===== src/rtl/program_sequencer.sv =====
// program_sequencer: program counter with increment, relative jump and a call/return stack.
// Define PROGRAM_SEQUENCER_STACK_EN to build the stack; without it CALL/RET are ignored.
module program_sequencer #(
  parameter int ADDR_W      = 8,
  parameter int OFS_W       = 4,
  parameter int STACK_DEPTH = 4
) (
  input  logic              clk,
  input  logic              rst_n,
  input  logic              en,
  input  logic              jmp,
  input  logic [OFS_W-1:0]  jmp_offset,
  input  logic              call,
  input  logic [ADDR_W-1:0] call_target,
  input  logic              ret,
  output logic [ADDR_W-1:0] addr,
  output logic              stack_full,
  output logic              stack_empty,
  output logic              err
);
  logic [ADDR_W-1:0] inc, rel;
  assign inc = addr + ADDR_W'(1);
  assign rel = addr + ADDR_W'($signed(jmp_offset));
`ifdef PROGRAM_SEQUENCER_STACK_EN
  localparam int PTR_W = $clog2(STACK_DEPTH + 1);
  localparam int IDX_W = STACK_DEPTH > 1 ? $clog2(STACK_DEPTH) : 1;
  logic [ADDR_W-1:0] stack [STACK_DEPTH];
  logic [PTR_W-1:0]  ptr;
  logic [IDX_W-1:0]  top;
  logic              push;
  assign stack_full  = ptr == PTR_W'(STACK_DEPTH);
  assign stack_empty = ptr == '0;
  assign top         = IDX_W'(ptr - PTR_W'(1));
  assign push        = en && !ret && call && !stack_full;
  // entries are never read while empty, so they carry no reset
  always_ff @(posedge clk)
    if (push) stack[IDX_W'(ptr)] <= inc;
  always_ff @(posedge clk or negedge rst_n)
    if (!rst_n) begin
      addr <= '0;
      ptr  <= '0;
      err  <= 1'b0;
    end else if (en) begin
      if (ret && !stack_empty) begin
        addr <= stack[top];
        ptr  <= ptr - PTR_W'(1);
      end else if (ret || (call && stack_full)) begin
        addr <= inc;
        err  <= 1'b1;
      end else if (call) begin
        addr <= call_target;
        ptr  <= ptr + PTR_W'(1);
      end else addr <= jmp ? rel : inc;
    end
`else
  logic unused;
  assign unused      = ^{call, ret, call_target};
  assign stack_full  = 1'b0;
  assign stack_empty = 1'b1;
  assign err         = 1'b0;
  always_ff @(posedge clk or negedge rst_n)
    if (!rst_n) addr <= '0;
    else if (en) addr <= jmp ? rel : inc;
`endif
endmodule


===== config.mk =====
export PLATFORM = sky130hd
export DESIGN_NAME = program_sequencer
export DESIGN_NICKNAME = d
export VERILOG_FILES = /design/src/rtl/program_sequencer.sv
export SDC_FILE = /design/constraint.sdc
export NUM_CORES = 1
export LEC_CHECK = 0
export CAP_MARGIN = 20
export CORE_ASPECT_RATIO = 1.2
export CORE_MARGIN = 2
export CORE_UTILIZATION = 33
export CTS_CLUSTER_DIAMETER = 30
export CTS_CLUSTER_SIZE = 10
export DETAILED_ROUTE_END_ITERATION = 6
export PLACE_DENSITY = 0.68
export SLEW_MARGIN = 20
export SYNTH_ARGS = -nofsm -noshare
export SYNTH_HDL_FRONTEND = slang
export SYNTH_SLANG_ARGS = --single-unit

===== constraint.sdc =====
create_clock -name clk -period 2.2 [get_ports clk]
set_input_delay 0.44 -clock clk [delete_from_list [all_inputs] [get_ports clk]]
set_output_delay 0.44 -clock clk [all_outputs]
set_load 0.02 [all_outputs]

==> results.sh <==
export IMPL_dieArea_um2=2100
export IMPL_setup_viol=0
export IMPL_htreeDepth=1
export IMPL_ys_seq_area_frac=0.347
export IMPL_hpwl_um=825
export IMPL_synthTopCellsByArea="dfrtp_1, ha_1, mux2_2, mux2i_1, xnor2_1"
export IMPL_syn_avg_cell_area_um2=10.1
export IMPL_coreArea_um2=1640
export IMPL_status="completed"
export IMPL_root_buffer="clkbuf_4"
export IMPL_cts_tree="built"
export IMPL_arrival_ns=2.24
export IMPL_hold_buffers=0
export IMPL_clk_pin_slew_ns=0.06
export IMPL_total_power_mw=1.02
export IMPL_post_cts_buffers=0
export IMPL_diodes=0
export IMPL_synthToLayoutAreaGrowth_pct=36.4
export IMPL_register_area_um2=200
export IMPL_grt_total_usage=0.118
export IMPL_wl_per_cell_um=11.3
export IMPL_grt_ovfl_total=0
export IMPL_synth_distinct_cells=27
export IMPL_port_buffers=15
export IMPL_pwr_share_seq=0.297
export IMPL_powerDensity_nw_per_um2=1290
export IMPL_drive_gt1_frac=0.192
export IMPL_ys_warnings_count=0
export IMPL_io_pins=29
export IMPL_internal_power_mw=0.616
export IMPL_die_w_um=42.2
export IMPL_drt_initial_drc_count=4
export IMPL_viasPerCell=4.95
export IMPL_max_freq_mhz=484
export IMPL_antenna_found_initial=0
export IMPL_post_route_min_period_ns=2.07
export IMPL_rows=16
export IMPL_clock_latency_ns=0.26
export IMPL_net_switching_power_mw=0.401
export IMPL_die_y_um=49.8
export IMPL_clkSinkCount=8
export IMPL_num_nets_final=102
export IMPL_multi_input_area_um2=335
export IMPL_final_cells=96
export IMPL_crit_start="jmp"
export IMPL_n_fill_cell=151
export IMPL_fin_area_um2=787
export IMPL_vias=475
export IMPL_worstSetupPathType="in2reg"
export IMPL_worstReg2RegStart="addr[0]"
export IMPL_synth_top_cell_by_area="dfrtp_1"
export IMPL_reg_largest_list="addr (8)"
export IMPL_setup_tns_ns=0
export IMPL_synthDominantCellAreaShare=0.347
export IMPL_synth_seq_cells=8
export IMPL_cts_resized=0
export IMPL_start_kind="input pin"
export IMPL_clkPwrFrac=0.115
export IMPL_first_global_vias=436
export IMPL_routed_wl_mm=1.08
export IMPL_numCtsBuffers=3
export IMPL_p_leak_nw=0.381
export IMPL_initial_utilization=0.351
export IMPL_grt_pass1_wl_mm=1.84
export IMPL_finalWeightedCongestion=0.775
export IMPL_holdWs_ns=0.463
export IMPL_irDropWorstVdd_uv=550
export IMPL_hold_class="in2async"
export IMPL_hold_viol_final=0
export IMPL_synth_area_um2=577
export IMPL_rsz0062_at_grt="false"
export IMPL_cp_max_fo=4
export IMPL_netlist_instances=57
export IMPL_slew_violations=0
export IMPL_required_ns=2.38
export IMPL_place_area_um2=764
export IMPL_clock_path_buffers=2
export IMPL_drv_cap=0
export IMPL_endpoint_kind="flip-flop"
export IMPL_firstDrtPassIters=4
export IMPL_finalCritPeriodShare=0.939
export IMPL_p_comb_frac=0.588
export IMPL_largest_register_ffs=8
export IMPL_skew_ns=0.00767
export IMPL_top_register="addr"
export IMPL_dp_cells=93
export IMPL_switching_share=0.394
export IMPL_grt_max_degree=9
export IMPL_ant_nets=0
export IMPL_drcViolationCount=0
metal layers:
metal	track usage	wire, um	up-vias
met2	0.174	480	18
met3	0.0403	84	5
met4	0.0625	26	0
met1	0.149	491	222
met5	0	0	-
li1	-	-	230
placed cells by master (no fill, tap or decap), types with 3 or more instances in the layout:
cell / instances
dfrtp_1: 8
xor2_1: 3
ha_1: 3
mux2i_1: 3
buf_4: 6
nor2_1: 3
clkdlybuf4s50_1: 15
clkbuf_4: 3
conb_1: 3
nand2_1: 5
inv_1: 3
mux2_2: 3
nand3_1: 3
xnor2_1: 3
worst paths after layout:
| kind | endpoint | slack (ns) | cells past startpoint |
|---|---|---|---|
| worst max-delay path | addr[6] | 0.13 | 8 |
| worst min-delay path | addr[2] | 0.46 | 1 |
| worst max register to register | addr[6] | 0.51 | 7 |
| worst min register to register | addr[7] | 0.47 | 1 |
| max in group asynchronous | addr[5] | 1.45 | 1 |
| min in group clk | addr[7] | 0.47 | 1 |
final cells by class:
class                      count  share of cell area
multi-input combinational     43               0.426
sequential                     8               0.254
timing repair buffer          21               0.248
clock buffer                   3              0.0286
tap                           18              0.0286
inverter                       3              0.0143
through the flow:
step,setup slack [ns],utilization
after detailed placement,-0.150,0.466
after global routing,0.0389,0.479
after global placement,-0.146,0.466
final,0.134,0.479
after CTS,0.102,0.479
after floorplan,0.395,-
cells in the mapped netlist (all sizes together):
library cell	number
mux2i	3
nor2	3
o21ai	1
dfrtp	8
nand3b	1
xnor2	3
ha	3
inv	3
nand2	5
nand4	1
nor4	1
a21oi	2
o211a	1
and4bb	1
xor2	3
and2	1
mux2	3
fa	1
buf	4
nand3	3
conb	2
and3	1
and2b	1
a21o	1
nand2b	1
power by group through the flow:
stage / Sequential, mW / Clock, mW / Combinational [mW]
2_1_floorplan: 0.389 / 0 / 0.269
3_3_place_gp: 0.304 / 0 / 0.589
3_5_place_dp: 0.303 / 0 / 0.602
4_1_cts: 0.301 / 0.120 / 0.605
5_1_grt: 0.319 / 0.132 / 0.647
6_report: 0.302 / 0.117 / 0.598
cells by family (layout without fill, tap and decap cells):
| kind of cell | Yosys count | count (layout) | synth area share |
|---|---|---|---|
| flip-flops | 8 | 8 | 0.347 |
| AND/OR/NAND/NOR | 19 | 19 | 0.184 |
| adder cells (fa/ha/maj) | 4 | 4 | 0.0998 |
| XOR/XNOR | 6 | 6 | 0.0911 |
| AO/OA/AOI/OAI | 5 | 5 | 0.0759 |
| buffers and inverters | 7 | 27 | 0.0781 |
| multiplexers | 6 | 6 | 0.111 |
| other | 2 | 3 | 0.0130 |
critical path: stages:
cell and delay (ns):
clkdlybuf4s50_1 0.53, nand2_1 0.09, buf_4 0.14, fa_1 0.40
and2b_2 0.25, nor2_1 0.05, mux2i_1 0.18, xor2_1 0.16
(Power assumes the default switching activity.)
==> variant: new RTL, same settings <==
Set the parameter `OFS_W` to 3 (it was 4).
--- a/src/rtl/program_sequencer.sv
+++ b/src/rtl/program_sequencer.sv
@@ -4,3 +4,3 @@
   parameter int ADDR_W      = 8,
-  parameter int OFS_W       = 4,
+  parameter int OFS_W       = 3,
   parameter int STACK_DEPTH = 4
Interface: changed (resized jmp_offset); port bits go from 29 to 28. No check against the original RTL was run, so the function may have changed too.
==> variant against the original RTL <==
- routed wire length increased by 9.1%
- cell area decreased by 9.2%
- area after synthesis decreased by 6.9%
- count of clock-buffer cells in the layout unchanged
- largest power group unchanged
- power decreased by 6.2%
- worst setup slack improved by 0.019 ns
- sequential power increased by 5%
- worst hold slack got worse by 0.011 ns
- critical path type unchanged
- highest routed layer unchanged
- sequential cell count unchanged
==> variant: results (changes against the original RTL) <==
* Top post-synthesis cells by area: dfrtp_1 (37%), xor2_1 (8.2%), nand2_1 (4.9%) (was dfrtp_1 (35%), ha_1 (6.5%), mux2_2 (5.9%))
* Layout Skew at 0.00111 ns (was 0.00767 ns)
* Antenna violations before repair at 0 (unchanged)
* Area after DPL at 689 um^2 (was 764 um^2)
* Placer Congestion at 0.739 (was 0.775)
* Synth cell count leaders: dfrtp_1 (8), nand2_1 (7), xor2_1 (5) (was dfrtp_1 (8), nand2_1 (5))
* Share of layout cells above drive strength 1 at 0.137 (was 0.192)
* Via density at 5.19 (was 4.95)
* Hold-fix buffers, CTS at 0 (unchanged)
* M1 GR Usage at 0.140 (was 0.149)
* Slowest CP cell: clkdlybuf4s50_1 (unchanged)
* Metal-1 WL at 500 um (was 491 um)
* Dpl ws at -0.138 ns (was -0.150 ns)
* Met2 GRT Util at 0.222 (was 0.174)
* Post-route cell area at 714 um^2 (was 787 um^2)
* Worst-Skew Late Latency at 0.26 ns (about the same)
* Ant diodes at 0 (unchanged)
* Total global routing track utilization at 0.136 (was 0.118)
* Worst Path Arrival at 2.23 ns
* Async SR Flop Fraction at 1.00 (unchanged)
* Met3 usage at 0.0365 (was 0.0403)
* Routed wl met3 at 80 um (was 84 um)
* Register area share after synthesis at 0.373 (was 0.347)
* Status: finished, final reports clean (unchanged)
* Clock Path Buffers at 2 (unchanged)
* TritonRoute pass-1 iters at 4 (unchanged)
* Setup bufs post-CTS at 0 (unchanged)
* First-pass GRT wire length at 1.68 mm (was 1.84 mm)
* Largest net degree at the start of global routing at 13 (was 9)
* Largest stage delay, worst path at 0.47 ns (was 0.53 ns)
* WL met2 at 568 um (was 480 um)
* Buffers added on ports at 14 (was 15)
* Drt wl/cell at 13.1 um (was 11.3 um)
* CP top delay family: buffers and inverters (unchanged)
* Synth warnings at 0 (unchanged)
* DRT iter0 DRCs at 3 (was 4)
* Final #Nets at 95 (was 102)
* DPL Wire Length at 926 um (was 825 um)
* Static Leak at 0.317 nW (was 0.381 nW)
* Number of global-route vias before repair at 411 (was 436)
* Maximum VDD drop at 0.466 mV (was 0.550 mV)
* CTS resizes at 0 (unchanged)
* Net Sw Frac at 0.417 (was 0.394)
[variant: changes by cell type after synthesis, sizes merged, moves of 2 or more]
cell / unedited run / this run
mux2: 3 / 1
mux2i: 3 / 0
nand2: 5 / 7
nand3: 3 / 1
nand4b: 0 / 2
o22ai: 0 / 2
xor2: 3 / 5
[variant: worst paths after layout]
path | from | end | slack [ns] | cells after the start
hold reg to reg | addr[7] | addr[7] | 0.46 | 1
setup / recovery | jmp | addr[3] | 0.15 | 8
hold / removal | rst_n | addr[6] | 0.45 | 1
setup reg to reg | addr[0] | addr[4] | 0.58 | 6
max in group asynchronous | rst_n | addr[5] | 1.49 | 1
min in group clk | addr[7] | addr[7] | 0.46 | 1
[variant: power groups by stage]
stage	clock network, mW	registers [mW]	logic (mW)
2_1_floorplan	0	0.393	0.215
3_3_place_gp	0	0.317	0.502
3_5_place_dp	0	0.321	0.516
4_1_cts	0.119	0.319	0.521
5_1_grt	0.128	0.331	0.568
6_report	0.116	0.318	0.520
[variant: through the flow]
step,instances,power (mW)
floorplan,58,0.608
global placement,87,0.819
detailed placement,87,0.837
CTS,90,0.959
global route,90,1.03
finish,90,0.954
[variant: cells by family (layout without fill, tap and decap cells)]
group                      after synthesis  count (layout)  synth area share
AOI/OAI and AO/OA                        8               8            0.0956
xor gates and xnor gates                 7               7             0.114
adders and majority gates                3               3            0.0839
buffers and inverters                    7              22            0.0722
DFF                                      8               8             0.373
muxes                                    1               1            0.0210
other                                    2               3            0.0140
and+or+nand+nor                         21              21             0.226
[variant: cell type report]
| type | count | area share |
|---|---|---|
| Sequential cell | 8 | 0.280 |
| Tap cell | 17 | 0.0298 |
| Multi-Input combinational cell | 43 | 0.426 |
| Clock buffer | 3 | 0.0315 |
| Inverter | 3 | 0.0158 |
| Timing Repair Buffer | 16 | 0.217 |
